[src/rtl/uart_pkg.sv]
// rtl/uart_pkg.sv - shared types and constants for the UART transmit path
package uart_pkg;

  localparam int CLKS_PER_BIT = 868;

  typedef logic [7:0] byte_t;

  typedef enum logic [2:0] {
    IDLE,
    START,
    WAIT,
    ACK,
    HOLD
  } arb_state_t;

endpackage

[src/rtl/uart_tx_arbiter_if.sv]
// rtl/uart_tx_arbiter_if.sv - producer request and uart_tx handshake bundle for the arbiter
interface uart_tx_arbiter_if #(
  parameter int N_REQ = 3
);
  import uart_pkg::*;

  logic [N_REQ-1:0]   req;
  logic [N_REQ*8-1:0] req_byte;
  logic [N_REQ-1:0]   req_last;
  logic [N_REQ-1:0]   req_ack;
  logic               tx_data_valid;
  byte_t              tx_byte;
  logic               tx_active;
  logic               tx_done;

  // master: producers plus uart_tx; slave: the arbiter itself
  modport master (
    output req, req_byte, req_last, tx_active, tx_done,
    input  req_ack, tx_data_valid, tx_byte
  );

  modport slave (
    input  req, req_byte, req_last, tx_active, tx_done,
    output req_ack, tx_data_valid, tx_byte
  );

endinterface

[src/rtl/uart_tx_arbiter_rr_pick.sv]
// rtl/uart_tx_arbiter_rr_pick.sv - combinational round-robin selector: first requester at or after rr_ptr
module rr_pick #(
  parameter  int N = 3,
  localparam int W = $clog2(N)
) (
  input  logic [N-1:0] req,
  input  logic [W-1:0] rr_ptr,
  output logic         any,
  output logic [W-1:0] idx
);

  always_comb begin : scan
    int j;
    any = 1'b0;
    idx = '0;
    j   = 0;
    // Scan farthest-first so the candidate closest to rr_ptr is written last and wins.
    for (int k = N - 1; k >= 0; k--) begin
      j = int'(rr_ptr) + k;
      if (j >= N) j = j - N;
      if (req[j]) begin
        any = 1'b1;
        idx = W'(j);
      end
    end
  end

endmodule

[src/rtl/uart_tx_arbiter.sv]
// rtl/uart_tx_arbiter.sv - round-robin, packet-locking arbiter sharing one uart_tx among N_REQ byte producers
// Optional WAIT watchdog enabled by defining UART_TX_ARB_TIMEOUT_EN.
module uart_tx_arbiter
  import uart_pkg::*;
#(
  parameter  int N_REQ        = 3,
  parameter  int TIMEOUT_CLKS = 12000,
  localparam int ID_W         = $clog2(N_REQ)
) (
  input  logic                clk,
  input  logic                reset,
  uart_tx_arbiter_if.slave    bus,
  output logic [ID_W-1:0]     grant_id,
  output logic                busy,
  output logic                timeout_err
);

  arb_state_t      state;
  logic [ID_W-1:0] rr_ptr;
  logic            last_q;
  logic            pick_any;
  logic [ID_W-1:0] pick_idx;
  logic [ID_W-1:0] next_ptr;
  logic            wait_expired;

  rr_pick #(.N(N_REQ)) u_rr_pick (
    .req    (bus.req),
    .rr_ptr (rr_ptr),
    .any    (pick_any),
    .idx    (pick_idx)
  );

  assign next_ptr = (grant_id == ID_W'(N_REQ - 1)) ? '0 : grant_id + ID_W'(1);

`ifdef UART_TX_ARB_TIMEOUT_EN
  localparam int CNT_W = $clog2(TIMEOUT_CLKS + 1);
  logic [CNT_W-1:0] wait_cnt;

  // Held at zero outside WAIT so every WAIT entry starts a fresh count.
  always_ff @(posedge clk) begin
    if (!reset) begin
      wait_cnt <= '0;
    end else if (state != WAIT) begin
      wait_cnt <= '0;
    end else begin
      wait_cnt <= wait_cnt + CNT_W'(1);
    end
  end

  assign wait_expired = (state == WAIT) && (wait_cnt == CNT_W'(TIMEOUT_CLKS - 1));
`else
  assign wait_expired = 1'b0;
`endif

  always_ff @(posedge clk) begin
    if (!reset) begin
      state             <= IDLE;
      rr_ptr            <= '0;
      grant_id          <= '0;
      last_q            <= 1'b0;
      busy              <= 1'b0;
      timeout_err       <= 1'b0;
      bus.tx_byte       <= '0;
      bus.tx_data_valid <= 1'b0;
      bus.req_ack       <= '0;
    end else begin
      bus.tx_data_valid <= 1'b0;
      bus.req_ack       <= '0;
      case (state)
        IDLE: begin
          // A frame left over from before a reset keeps tx_active high; never overlap it.
          if (pick_any && !bus.tx_active) begin
            grant_id          <= pick_idx;
            bus.tx_byte       <= bus.req_byte[8*pick_idx +: 8];
            last_q            <= bus.req_last[pick_idx];
            busy              <= 1'b1;
            bus.tx_data_valid <= 1'b1;
            state             <= START;
          end
        end
        START: begin
          state <= WAIT;
        end
        WAIT: begin
          if (bus.tx_done) begin
            bus.req_ack[grant_id] <= 1'b1;
            state                 <= ACK;
          end else if (wait_expired) begin
            timeout_err <= 1'b1;
            rr_ptr      <= next_ptr;
            busy        <= 1'b0;
            state       <= IDLE;
          end
        end
        ACK: begin
          if (last_q) begin
            rr_ptr <= next_ptr;
            busy   <= 1'b0;
            state  <= IDLE;
          end else begin
            state <= HOLD;
          end
        end
        HOLD: begin
          // Packet lock: only the current owner may continue.
          if (bus.req[grant_id]) begin
            bus.tx_byte       <= bus.req_byte[8*grant_id +: 8];
            last_q            <= bus.req_last[grant_id];
            bus.tx_data_valid <= 1'b1;
            state             <= START;
          end
        end
        default: begin
          busy  <= 1'b0;
          state <= IDLE;
        end
      endcase
    end
  end

endmodule

[src/flat_wrapper.sv]
// flat-port wrapper written by rule: the top's interface ports become plain ports
module uart_tx_arbiter_flat import uart_pkg::*;
#(
  parameter  int N_REQ        = 3,
  parameter  int TIMEOUT_CLKS = 12000,
  localparam int ID_W         = $clog2(N_REQ)
)
  (clk, reset, grant_id, busy, timeout_err, bus_req, bus_req_byte, bus_req_last, bus_tx_active, bus_tx_done, bus_req_ack, bus_tx_data_valid, bus_tx_byte);
  uart_tx_arbiter_if #(.N_REQ(N_REQ)) bus_i ();
  input  logic clk;
  input  logic reset;
  output logic [ID_W-1:0] grant_id;
  output logic busy;
  output logic timeout_err;
  input wire logic [$bits(bus_i.req)-1:0] bus_req;
  input wire logic [$bits(bus_i.req_byte)-1:0] bus_req_byte;
  input wire logic [$bits(bus_i.req_last)-1:0] bus_req_last;
  input wire logic [$bits(bus_i.tx_active)-1:0] bus_tx_active;
  input wire logic [$bits(bus_i.tx_done)-1:0] bus_tx_done;
  output wire logic [$bits(bus_i.req_ack)-1:0] bus_req_ack;
  output wire logic [$bits(bus_i.tx_data_valid)-1:0] bus_tx_data_valid;
  output wire logic [$bits(bus_i.tx_byte)-1:0] bus_tx_byte;
  assign bus_i.req = bus_req;
  assign bus_i.req_byte = bus_req_byte;
  assign bus_i.req_last = bus_req_last;
  assign bus_i.tx_active = bus_tx_active;
  assign bus_i.tx_done = bus_tx_done;
  assign bus_req_ack = bus_i.req_ack;
  assign bus_tx_data_valid = bus_i.tx_data_valid;
  assign bus_tx_byte = bus_i.tx_byte;
  uart_tx_arbiter #(.N_REQ(N_REQ), .TIMEOUT_CLKS(TIMEOUT_CLKS)) u_core (.clk(clk), .reset(reset), .bus(bus_i), .grant_id(grant_id), .busy(busy), .timeout_err(timeout_err));
endmodule
[config.mk]
export PLATFORM = sky130hd
export DESIGN_NAME = uart_tx_arbiter_flat
export DESIGN_NICKNAME = d
export VERILOG_FILES = /design/src/rtl/uart_pkg.sv /design/src/rtl/uart_tx_arbiter_if.sv /design/src/rtl/uart_tx_arbiter_rr_pick.sv /design/src/rtl/uart_tx_arbiter.sv /design/src/flat_wrapper.sv
export SDC_FILE = /design/constraint.sdc
export NUM_CORES = 1
export LEC_CHECK = 0
export BUFFER_PORTS_ARGS = -buffer_cell sky130_fd_sc_hd__clkbuf_2
export CORE_UTILIZATION = 48
export DETAILED_ROUTE_END_ITERATION = 10
export PLACE_DENSITY_LB_ADDON = 0.3
export SLEW_MARGIN = 20
export SYNTH_ARGS = -nofsm -noshare
export SYNTH_HDL_FRONTEND = slang
export SYNTH_HIERARCHICAL = 1
export SYNTH_SLANG_ARGS = --single-unit
[constraint.sdc]
create_clock -name clk -period 2.85 [get_ports clk]
set_input_delay 0.285 -clock clk [delete_from_list [all_inputs] [get_ports clk]]
set_output_delay 0.285 -clock clk [all_outputs]
set_load 0.005 [all_outputs]
Yosys cells after proc, flatten, opt, wreduce, memory -nomap -nowiden

Cells that the tools add are included.

Bits in registers: 21
Latch bits: 0
Memory bits (writable): 0
Bits in read-only memories: 0
Input port bits: 34
Output and inout bits: 16
Logic and storage cells: 91
Memories kept: 0

Add/sub/neg operators: 6
Multiply operators: 0
Divide/modulo/power cells: 0
$lt $le $gt $ge: 9
Equality and inequality tests: 9
Shift operators: 2
Muxes and demuxes: 44
Bitwise logic cells: 1
Reductions and logical operators: 12

Operator list:

| cell                    | number |
|---|---|
| $lt A32 B4 Y1 const B   | 3 |
| $mux W32                | 3 |
| $shiftx A24 B6 Y8       | 2 |
| $ge A32 B3 Y1 const B   | 1 |
| $sub A32 B3 Y32 const B | 1 |
| $mux W1                 | 19 |
| $mux W8                 | 2 |
| $pmux W8 S2             | 1 |
| $pmux W3 S5             | 1 |
| $bmux W1 S2             | 6 |
| $mux W3                 | 4 |
| $reduce_and A3 Y1       | 4 |
| $mux W2                 | 4 |
| $eq A3 B2 Y1 const B    | 2 |
| $lt A2 B3 Y1 const B    | 2 |
| $ne A2 B1 Y1 const B    | 3 |
| $pmux W1 S2             | 2 |
| $reduce_and A2 Y1       | 2 |
| $sub A3 B2 Y4 const B   | 1 |
| $add A2 B1 Y3 const B   | 1 |
| $add A2 B2 Y3 const B   | 1 |
| $eq A3 B1 Y1 const B    | 1 |
| $eq A3 B3 Y1 const B    | 1 |
| $ge A3 B2 Y1 const B    | 1 |
| 14 further kinds        | 15 |

Depth between registers and ports, before layout

Gate-level depths: netlist (run 1).

Word-level depth: 13
Depth in mapped cells: 12
Mapped depth without buffers: 9

Cells and area by module

The synthesis (run 1) kept the hierarchy.

Modules (own cells, without submodules):

| module          | times used | cells an instance | area an instance (µm²) | sequential area each (µm²) |
|---|---|---|---|---|
| uart_tx_arbiter | 1          | 176               | 1360.1                 | 420.4 |
| rr_pick         | 1          | 27                | 191.4                  | 0.0 |

Worst setup path after synthesis (run 1)

No wires, ideal clock.

Path type: register -> register
Start: reg u_core.rr_ptr[1]
End: reg u_core.bus.tx_byte[2]
Setup time: 88 ps
Arrival time: 2319 ps
Data required time: 2762 ps
Path slack: 443 ps
Stages on the path, launching flop included: 13
Buffers on the path: 3
Clock period less this slack: 2407 ps
Cell sequence: dfxtp_1 -> inv_1 -> ha_1 -> buf_6 -> mux2i_1 -> o221ai_1 -> o311ai_0 -> clkbuf_1 -> clkbuf_1 -> nand2_1 -> a21oi_1 -> o21ai_0 -> a311oi_2

Cells in the longest elaborated chain, start to end: 12
Elaborated cells between the ends (all ways): 32
Those cells by class: 5 x add/sub; 3 x order compare; 1 x eq/ne; 1 x shift; 20 x mux; 2 x reduce/logical

RTL lines:

| element                                                 | line                          | RTL |
|---|---|---|
| from (decl)                                             | uart_tx_arbiter.sv:19         | `logic [ID_W-1:0] rr_ptr;` |
| from (signal assigned)                                  | uart_tx_arbiter.sv:90         | `rr_ptr <= next_ptr;` |
| from (signal assigned)                                  | uart_tx_arbiter.sv:97         | `rr_ptr <= next_ptr;` |
| $add A2 B2 Y3                                           | uart_tx_arbiter_rr_pick.sv:19 | `j = int'(rr_ptr) + k;` |
| $sub A32 B3 Y32 / $ge A32 B3 Y1 (equally long branches) | uart_tx_arbiter_rr_pick.sv:20 | `if (j >= N) j = j - N;` |
| $mux W32                                                | uart_tx_arbiter_rr_pick.sv:20 |  |
| $bmux W1 S2                                             | uart_tx_arbiter_rr_pick.sv:21 | `if (req[j]) begin` |
| $mux W1 (implied by the code) (2 in a row)              | uart_tx_arbiter_rr_pick.sv:21 |  |
| $mux W2 (2 in a row)                                    | uart_tx_arbiter_rr_pick.sv:21 |  |
| $mux W2 *                                               | uart_tx_arbiter_rr_pick.sv:21 |  |
| via u_core.pick_idx[0]                                  | uart_tx_arbiter.sv:22         | `logic [ID_W-1:0] pick_idx;` |
| $shiftx A24 B6 Y8 *                                     | uart_tx_arbiter.sv:74         | `bus.tx_byte <= bus.req_byte[8*pick_idx +: 8];` |
| $mux W8 *                                               | uart_tx_arbiter.sv:72         | `if (pick_any && !bus.tx_active) begin` |
| $pmux W8 S2 *                                           | uart_tx_arbiter.sv:69         | `case (state)` |
| to (signal assigned)                                    | uart_tx_arbiter.sv:74         |  |
| to (signal assigned)                                    | uart_tx_arbiter.sv:107        | `bus.tx_byte <= bus.req_byte[8*grant_id +: 8];` |
| to (decl)                                               | uart_tx_arbiter_if.sv:24      | `output req_ack, tx_data_valid, tx_byte` |

The timed path passes the listed nets; every way through them passes the cells marked *. The select of a mux whose other input is x is not followed.
A chain may end at the register's enable or synchronous reset.

Worst setup path in the final report (run 1)

Start: reg u_core.rr_ptr[1]
End: reg u_core.bus.tx_byte[0]

Cells in the longest elaborated chain, start to end: 12
Elaborated cells between the ends (all ways): 32
Those cells by class: 5 x add/sub; 3 x order compare; 1 x eq/ne; 1 x shift; 20 x mux; 2 x reduce/logical

RTL lines:

| element                                                 | line                          | RTL |
|---|---|---|
| $add A2 B2 Y3                                           | uart_tx_arbiter_rr_pick.sv:19 |  |
| $sub A32 B3 Y32 / $ge A32 B3 Y1 (equally long branches) | uart_tx_arbiter_rr_pick.sv:20 |  |
| $mux W32                                                | uart_tx_arbiter_rr_pick.sv:20 |  |
| $bmux W1 S2                                             | uart_tx_arbiter_rr_pick.sv:21 |  |
| $mux W1 (implied by the code) (2 in a row)              | uart_tx_arbiter_rr_pick.sv:21 |  |
| $mux W1 (2 in a row)                                    | uart_tx_arbiter_rr_pick.sv:21 |  |
| $mux W1 *                                               | uart_tx_arbiter_rr_pick.sv:21 |  |
| via u_core.pick_any                                     | uart_tx_arbiter.sv:21         | `logic pick_any;` |
| $logic_and A1 B1 Y1 *                                   | uart_tx_arbiter.sv:72         |  |
| $ne A2 B1 Y1 (no source line) *                         | n/a                           |  |
| $reduce_and A3 Y1 (no source line) *                    | n/a                           |  |

Marks and branches as above.

==> results of run 1 <==
==> metal layers <==
metal / vias to the layer above / GRT usage [%] / routed length (um)
met1: 704 / 30.4 / 1760
li1: 795 / - / -
met4: 0 / 5.10 / 0
met5: - / 0 / 0
met3: 0 / 3.52 / 163
met2: 46 / 36.5 / 1720
==> Yosys cell counts, types with 2 or more instances <==
library cell	n	share of area [%]
sky130_fd_sc_hd__ha_1	3	2.4
sky130_fd_sc_hd__o21ai_0	7	2.3
sky130_fd_sc_hd__nand2b_1	20	8.1
sky130_fd_sc_hd__o22a_1	2	1.1
sky130_fd_sc_hd__nor2b_1	6	2.4
sky130_fd_sc_hd__buf_6	3	2.2
sky130_fd_sc_hd__nand3b_1	2	0.97
sky130_fd_sc_hd__o32a_1	2	1.3
sky130_fd_sc_hd__nor3b_1	2	0.97
sky130_fd_sc_hd__clkbuf_1	7	1.7
sky130_fd_sc_hd__mux2i_4	2	2.9
sky130_fd_sc_hd__nand2_1	33	8.0
sky130_fd_sc_hd__a311oi_1	5	2.8
sky130_fd_sc_hd__dfxtp_1	21	27
sky130_fd_sc_hd__inv_1	5	1.2
sky130_fd_sc_hd__nor2_1	5	1.2
sky130_fd_sc_hd__buf_2	4	1.3
sky130_fd_sc_hd__o21a_1	2	0.97
sky130_fd_sc_hd__buf_4	2	0.97
sky130_fd_sc_hd__nand3_1	5	1.6
sky130_fd_sc_hd__nor3_1	2	0.65
sky130_fd_sc_hd__a21oi_1	30	9.7
sky130_fd_sc_hd__o21ai_1	5	1.6
sky130_fd_sc_hd__mux2i_1	5	3.2
sky130_fd_sc_hd__a311oi_2	3	2.9
sky130_fd_sc_hd__o211ai_1	2	0.97
==> final timing paths <==
| check | to | slack, ns | depth (start not counted) |
|---|---|---|---|
| hold / removal | u_core/bus.tx_byte[1]$_SDFFE_PN0P_ | 0.21 | 3 |
| setup / recovery | u_core/bus.tx_byte[0]$_SDFFE_PN0P_ | 0.22 | 9 |
| setup reg to reg | u_core/bus.tx_byte[0]$_SDFFE_PN0P_ | 0.22 | 9 |
| hold reg to reg | u_core/rr_ptr[0]$_SDFFE_PN0P_ | 0.50 | 2 |
==> sequential cells by signal, summed over array words and instances (netlist names) <==
| register | count |
|---|---|
| u_core/bus.req_ack | 3 |
| u_core/bus.tx_byte | 8 |
| u_core/rr_ptr | 2 |
| u_core/busy | 1 |
| u_core/grant_id | 2 |
| u_core/bus.tx_data_valid | 1 |
| u_core/state | 3 |
| u_core/last_q | 1 |
==> report_power, final <==
part | switching [mW] | internal [mW]
registers | 0.0341 | 0.325
logic | 0.115 | 0.108
clock network | 0.0960 | 0.0523
total | 0.245 | 0.485
==> through the flow <==
step / util, % / power (mW) / std cells / cell area, um^2 / hold slack, ns
floorplan: - / 0.514 / 203 / 1550 / 0.403
finish: 59.1 / 0.730 / 285 / 1800 / 0.214
global route: 59.1 / 0.781 / 285 / 1800 / 0.206
detailed placement: 58.1 / 0.587 / 281 / 1770 / 0.479
global placement: 58.1 / 0.584 / 281 / 1770 / 0.469
CTS: 59.0 / 0.732 / 285 / 1800 / 0.213
==> worst register-to-register path: cells and delay by family (launching register included) <==
kind	cells	cell delay (ns)
flip-flops	1	0.36
AO/OA/AOI/OAI	4	1.13
adder cells (fa/ha/maj)	1	0.29
multiplexers	1	0.22
buffers and inverters	1	0.06
AND/OR/NAND/NOR	2	0.48
==> cells by family (layout without fill, tap and decap cells) <==
| family | count (synthesis) | after routing | synth area share (%) |
|---|---|---|---|
| AOI/OAI and AO/OA | 67 | 67 | 28.5 |
| buffers and inverters | 21 | 59 | 7.34 |
| DFF | 21 | 21 | 27.1 |
| other | 1 | 1 | 0.242 |
| muxes | 8 | 8 | 6.85 |
| and+or+nand+nor | 81 | 81 | 27.0 |
| adders and majority gates | 3 | 3 | 2.42 |
| xor gates and xnor gates | 1 | 1 | 0.565 |
==> final cells by class <==
type                       count  area [um^2]  share of cell area, %
clock buffer                   3         22.5                   1.25
clock inverter                 1         5.00                  0.277
inverter                       5         18.8                   1.04
multi-input combinational    161         1030                   56.9
sequential                    21          420                   23.3
tap                           44         55.1                   3.05
timing repair buffer          50          255                   14.1
==> repair_timing <==
| item | CTS | global route |
|---|---|---|
| resized for setup | 0 | 1 |
| hold buffers | 0 | 0 |
| endpoints found under the setup margin | 0 | 1 |
==> impl_summary.txt, run 1 <==
----------------------------------------------------
[Status]
  Result of the run ... completed

[Timing]
  Setup repair after global routing missed its margin ... false
  Worst clock skew ... between 0.005 and 0.006 ns
  Worst setup margin ... about 0.22 ns
  Peak clock frequency supported by timing ... around 380 MHz
  Fin crit period ... 2.63 ns
  Number of failing setup endpoints in the final timing report ... 0
  Share of the clock period used by the worst path ... 92.2%
  Post-Route Setup TNS ... 0 ns
  Least-Margin Pin Slew ... 0.783 ns
  Number of max-slew violations in the final report ... 0
  Fin. Hold Viols ... 0
  Worst rel slew slack ... 47.8%

[Die]
  Ports placed on the boundary ... 50
  Total die area ... approximately 0.0035 mm^2
  Floorplan Core Area ... 0.00305 mm^2
  Vertical extent of the die ... 58.9 um
  Initial Utilization ... between 50 and 60%
  Number of rows created at floorplan ... 20
  Die outline width ... 58.9 um

[Synth]
  Cells after Synth ... about 200
  Fraction of registers with async set or reset after synthesis ... 0%
  Number of library cell types mapped by synthesis ... 44
  Number of synthesized register bits ... 21
  Flip-flop cell with the highest count after synthesis ... sky130_fd_sc_hd__dfxtp_1
  Net count after synthesis ... 240
  Area of the mapped netlist ... 0.00155 mm^2
  Sequential fraction of the synthesis area ... between 20% and 30%
  Post-synth EDFFs ... 0
  Mean Syn Cell Area ... about 7.6 um^2
  Synth warnings ... 6

[CTS]
  Root buf cell ... sky130_fd_sc_hd__clkbuf_4
  Max H-tree Level ... 1
  Number of clock buffers inserted by TritonCTS ... 3
  Worst-Skew Late Latency ... 0.30 ns
  Clock sink total ... 21
  Postcts setup bufs ... 0
  Buffers from clock root to sink, at most ... 2
  CTS clock-pin slew for the worst setup and hold paths ... 0.13 ns
  Clock tree from TritonCTS ... done

[Setup path]
  Element type at the critical path start ... flip-flop
  Worst Path Class, Setup ... reg -> reg
  Buffers & Inverters on Critical Path ... 1
  Nature of the critical path endpoint ... flip-flop
  Crit path launch ... u_core/rr_ptr[1]$_SDFFE_PN0P_
  Cell family with most CP delay ... compound AO/OA/AOI/OAI gates
  Worst endpoint required time ... approximately 3.1 ns
  CP cell instances ... inv_1, ha_2, mux2i_1, o221ai_1, o32a_1, nor2b_1, o21a_1, and2_1, a311oi_1
  Critical path data arrival time ... about 2.8 ns
  Biggest cell delay along the critical path ... approximately 0.39 ns
  R2R Path Start ... u_core/rr_ptr[1]$_SDFFE_PN0P_
  Largest fanout of any net on the critical path ... 10
  CP max stage cell ... sky130_fd_sc_hd__o32a_1

[Route]
  Initial DRC Count ... 67
  ANT nets after route ... 0
  Post-detailed-route DRC marker count ... 0
  Total wire length ... roughly 3600 um
  First-pass iteration count of the detailed router ... 5
  Vias ... between 1500 and 2000
  Wirelength per Cell ... 12.8 um
  Average vias per placed instance ... approximately 5.4

[Cells and area]
  Commonest non-fill, non-tap cells in the layout ... sky130_fd_sc_hd__clkbuf_2, sky130_fd_sc_hd__nand2_1, sky130_fd_sc_hd__a21oi_1
  Filler cell count ... ~310
  Number of nets in the final layout ... roughly 280
  Number of diodes ... 0
  Most common cell after layout, fill and taps aside ... sky130_fd_sc_hd__clkbuf_2
  Relative area change from synthesis to final layout ... 16.3%
  Share of layout cells above drive strength 1 ... 26.6%

[Placed design]
  Worst setup slack before clock tree synthesis ... between 0.2 and 0.25 ns
  Quantity of I/O buffers inserted on ports ... 48
  RD Place Congestion ... a little under 0.8
  Placed wire-length estimate after detailed placement ... roughly 2700 um

[Power]
  Leakage power total ... between 0.7 and 0.8 nW
  VDD IR-drop max ... 0.000237 V
  Power per unit of standard cell area ... between 400 and 500 mW/mm^2

[GRT]
  Total track usage ... between 20 and 25%
  Gr ovfl total ... 0
  Largest net degree at the start of global routing ... 28
  Number of global-route vias before repair ... 1308
  Initial antenna violation count ... 0
  Wire length of the first global-routing pass ... 5910 um

[Run]
  Max-cap violations ... 0

[Worst hold path]
  Class of the most critical hold timing path ... in -> reg
  Beginning of the worst hold path ... bus_req_byte[17]

----------------------------------------------------
Note: power is estimated with default switching activity, not from simulation.
==> run 2: changes to the inputs <==
Settings changed: SYNTH_HIERARCHICAL 1 to default.
==> run 2 against run 1 <==
Net effect: synthesized cell count fell by 26%; clock-buffer cell count did not move; sequential power rose by 3%; clock skew rose by 0.0043 ns; setup slack improved by 0.36 ns; wire length fell by 18%; die area fell by 8.7%; sequential cell count did not move; via count fell by 18%; register-to-register slack improved by 0.36 ns; clock power barely moved; global-route usage fell by 1.5 points; critical endpoint is now u_core.bus.tx_byte[2]$_SDFFE_PN0P_; largest cell class unchanged; largest power group unchanged.
==> impl_summary.txt, run 2 <==
----------------------------------------------------
[Die]
  Number of rows created at floorplan ... 19
  Total die area ... approximately 0.0032 mm^2
  Initial Utilization ... around half
  Floorplan Core Area ... 0.00278 mm^2
  Vertical extent of the die ... 56.3 um
  Die outline width ... approximately 56 um
  Ports placed on the boundary ... 50

[Cells and area]
  Most common cell after layout, fill and taps aside ... sky130_fd_sc_hd__clkbuf_2
  Largest register by flop count ... u_core.bus.tx_byte
  Number of nets in the final layout ... 231
  Max FFs per register ... 8
  Finished Cell Area ... between 0.0015 and 0.002 mm^2
  Share of layout cells above drive strength 1 ... between 30% and 40%
  Relative area change from synthesis to final layout ... 16.0%
  Registers with the most flip-flops ... u_core.bus.tx_byte x8, u_core.bus.req_ack x3, u_core.state x3
  Number of diodes ... 0
  Commonest non-fill, non-tap cells in the layout ... sky130_fd_sc_hd__clkbuf_2, sky130_fd_sc_hd__dfxtp_1, sky130_fd_sc_hd__nand2_1

[CTS]
  Clock sink total ... 21
  Count of hold buffers inserted by post-cts repair ... 0
  CTS clock-pin slew for the worst setup and hold paths ... roughly 0.13 ns
  Max H-tree Level ... 1
  Postcts setup bufs ... 0
  Number of clock buffers inserted by TritonCTS ... 3
  Clock tree from TritonCTS ... done
  Root buf cell ... sky130_fd_sc_hd__clkbuf_4
  Buffers from clock root to sink, at most ... 2
  Worst-Skew Late Latency ... ~0.31 ns
  Post-cts repair resize count ... 0

[Route]
  Vias ... approximately 1300
  Wirelength per Cell ... between 10 and 15 um
  First-pass iteration count of the detailed router ... 4
  Total wire length ... ~3000 um
  Initial DRC Count ... 25
  ANT nets after route ... 0
  Average vias per placed instance ... 5.67
  Post-detailed-route DRC marker count ... 0

[Synth]
  Fraction of registers with async set or reset after synthesis ... 0%
  Most instantiated library cell after synthesis ... sky130_fd_sc_hd__dfxtp_1
  Area of the mapped netlist ... roughly 0.0014 mm^2
  Combinational family with the most area after synthesis ... compound AO/OA/AOI/OAI gates
  Net count after synthesis ... around 190
  Top cell type's share of synthesized area ... between 20% and 30%
  Area leader, netlist ... sky130_fd_sc_hd__dfxtp_1
  Parity-gate share of the synthesized area counting xor and xnor cells ... less than 1%
  Top cells by count, synth ... sky130_fd_sc_hd__dfxtp_1, sky130_fd_sc_hd__nand2_1, sky130_fd_sc_hd__mux2i_1, sky130_fd_sc_hd__o21ai_1
  Sequential fraction of the synthesis area ... between 20 and 30%
  Cells after Synth ... 150
  Post-synth EDFFs ... 0
  Synth warnings ... 0
  Area share of and/or/nand/nor cells after synthesis ... 23.7%
  Multiplexer area fraction after synthesis ... about a tenth
  Complex-gate fraction of the synthesized area ... 26.1%
  Leading post-synthesis cells by cell area ... sky130_fd_sc_hd__dfxtp_1, sky130_fd_sc_hd__mux2i_1, sky130_fd_sc_hd__a32oi_1
  Adder and majority gate portion of the synthesized area ... 3.54%
  Mean Syn Cell Area ... 9.42 um^2
  Number of library cell types mapped by synthesis ... 50
  Number of synthesized register bits ... 21
  Flip-flop cell with the highest count after synthesis ... sky130_fd_sc_hd__dfxtp_1

[Timing]
  Worst clock skew ... 0.00934 ns
  Fin crit period ... around 2.3 ns
  Setup repair after global routing missed its margin ... false
  Post-Route Setup TNS ... 0 ns
  Share of the clock period used by the worst path ... around four fifths
  Fin. Hold Viols ... 0
  Number of max-slew violations in the final report ... 0
  Peak clock frequency supported by timing ... between 400 and 500 MHz
  Worst hold margin ... between 0.2 and 0.25 ns
  Number of failing setup endpoints in the final timing report ... 0

[GRT]
  Wire length of the first global-routing pass ... roughly 5200 um
  Initial antenna violation count ... 0
  Gr ovfl total ... 0
  Total track usage ... approximately a fifth
  Largest net degree at the start of global routing ... 13
  Number of global-route vias before repair ... around 1100

[Placed design]
  Placed wire-length estimate after detailed placement ... between 2000 and 2500 um
  Quantity of I/O buffers inserted on ports ... between 40 and 50
  Cell area reported after detailed placement ... 0.00161 mm^2
  RD Place Congestion ... approximately 0.85

[Power]
  Power, Total ... 0.727 mW
  VDD IR-drop max ... ~0.00040 V
  Leakage power total ... about 0.70 nW
  Power per unit of standard cell area ... approximately 440 mW/mm^2

[Setup path]
  Worst endpoint required time ... roughly 3 ns
  Worst R2R Setup Slack ... 0.59 ns
  Crit path launch ... u_core.rr_ptr[1]$_SDFFE_PN0P_
  Nature of the critical path endpoint ... flip-flop
  Element type at the critical path start ... flip-flop
  Worst Path Class, Setup ... reg -> reg
  Critical path data arrival time ... 2.47 ns
  Largest fanout of any net on the critical path ... 8
  R2R Path Start ... u_core.rr_ptr[1]$_SDFFE_PN0P_

[Status]
  Result of the run ... completed

[Worst hold path]
  Beginning of the worst hold path ... bus_req_byte[19]
  Class of the most critical hold timing path ... in -> reg

[Run]
  Max-cap violations ... 0

----------------------------------------------------
run 2: path summary, 6_finish.rpt:
check	end	cells past startpoint
worst max register to register	u_core.bus.tx_byte[2]$_SDFFE_PN0P_	8
worst min register to register	u_core.bus.tx_byte[4]$_SDFFE_PN0P_	2
worst min-delay path	u_core.bus.tx_byte[3]$_SDFFE_PN0P_	3
worst max-delay path	u_core.bus.tx_byte[2]$_SDFFE_PN0P_	8
run 2: area by class of cell:
type,instances,area (um^2)
Inverter,3,11.3
Fill cell,244,1140
Clock buffer,3,22.5
Tap cell,31,38.8
Timing Repair Buffer,48,240
Clock inverter,1,5.00
Multi-Input combinational cell,116,901
Sequential cell,21,420
run 2: through the flow:
| stage | util, % | cells | setup WS [ns] |
|---|---|---|---|
| final | 58.9 | 223 | 0.586 |
| after global routing | 58.9 | 223 | 0.431 |
| after CTS | 58.9 | 223 | 0.572 |
| after detailed placement | 57.9 | 219 | 0.621 |
| after global placement | 57.9 | 219 | 0.741 |
| after floorplan | - | 150 | 0.951 |
run 2: report_power, final:
part,switching [mW],internal (mW)
logic,0.102,0.108
clock network,0.0954,0.0524
registers,0.0389,0.330
run 2: worst max-delay path, cell delays in order, from the launching register on:
cell and delay, ns:
sky130_fd_sc_hd__dfxtp_1 0.36, sky130_fd_sc_hd__inv_1 0.08, sky130_fd_sc_hd__ha_1 0.33, sky130_fd_sc_hd__mux2i_2 0.29, sky130_fd_sc_hd__o21ai_2 0.11, sky130_fd_sc_hd__o211ai_1 0.20, sky130_fd_sc_hd__o211a_1 0.44, sky130_fd_sc_hd__mux2i_1 0.26
sky130_fd_sc_hd__o21ai_1 0.08
run 2: per-layer routing:
layer  vias to the layer above  share of wire, %  track usage (%)
met5                         -                 0                0
met4                         0              0.84             5.23
met3                         4               5.9             4.15
met2                        51                48             33.8
met1                       573                45             28.0
li1                        636                 -                -
run 2: logic make-up (layout without fill, tap and decap cells):
| family | Yosys count | in the layout |
|---|---|---|
| other | 1 | 1 |
| AO/OA/AOI/OAI | 46 | 46 |
| multiplexers | 13 | 13 |
| adder cells (fa/ha/maj) | 4 | 4 |
| buffers and inverters | 13 | 55 |
| XOR/XNOR | 1 | 1 |
| AND/OR/NAND/NOR | 51 | 51 |
| flip-flops | 21 | 21 |
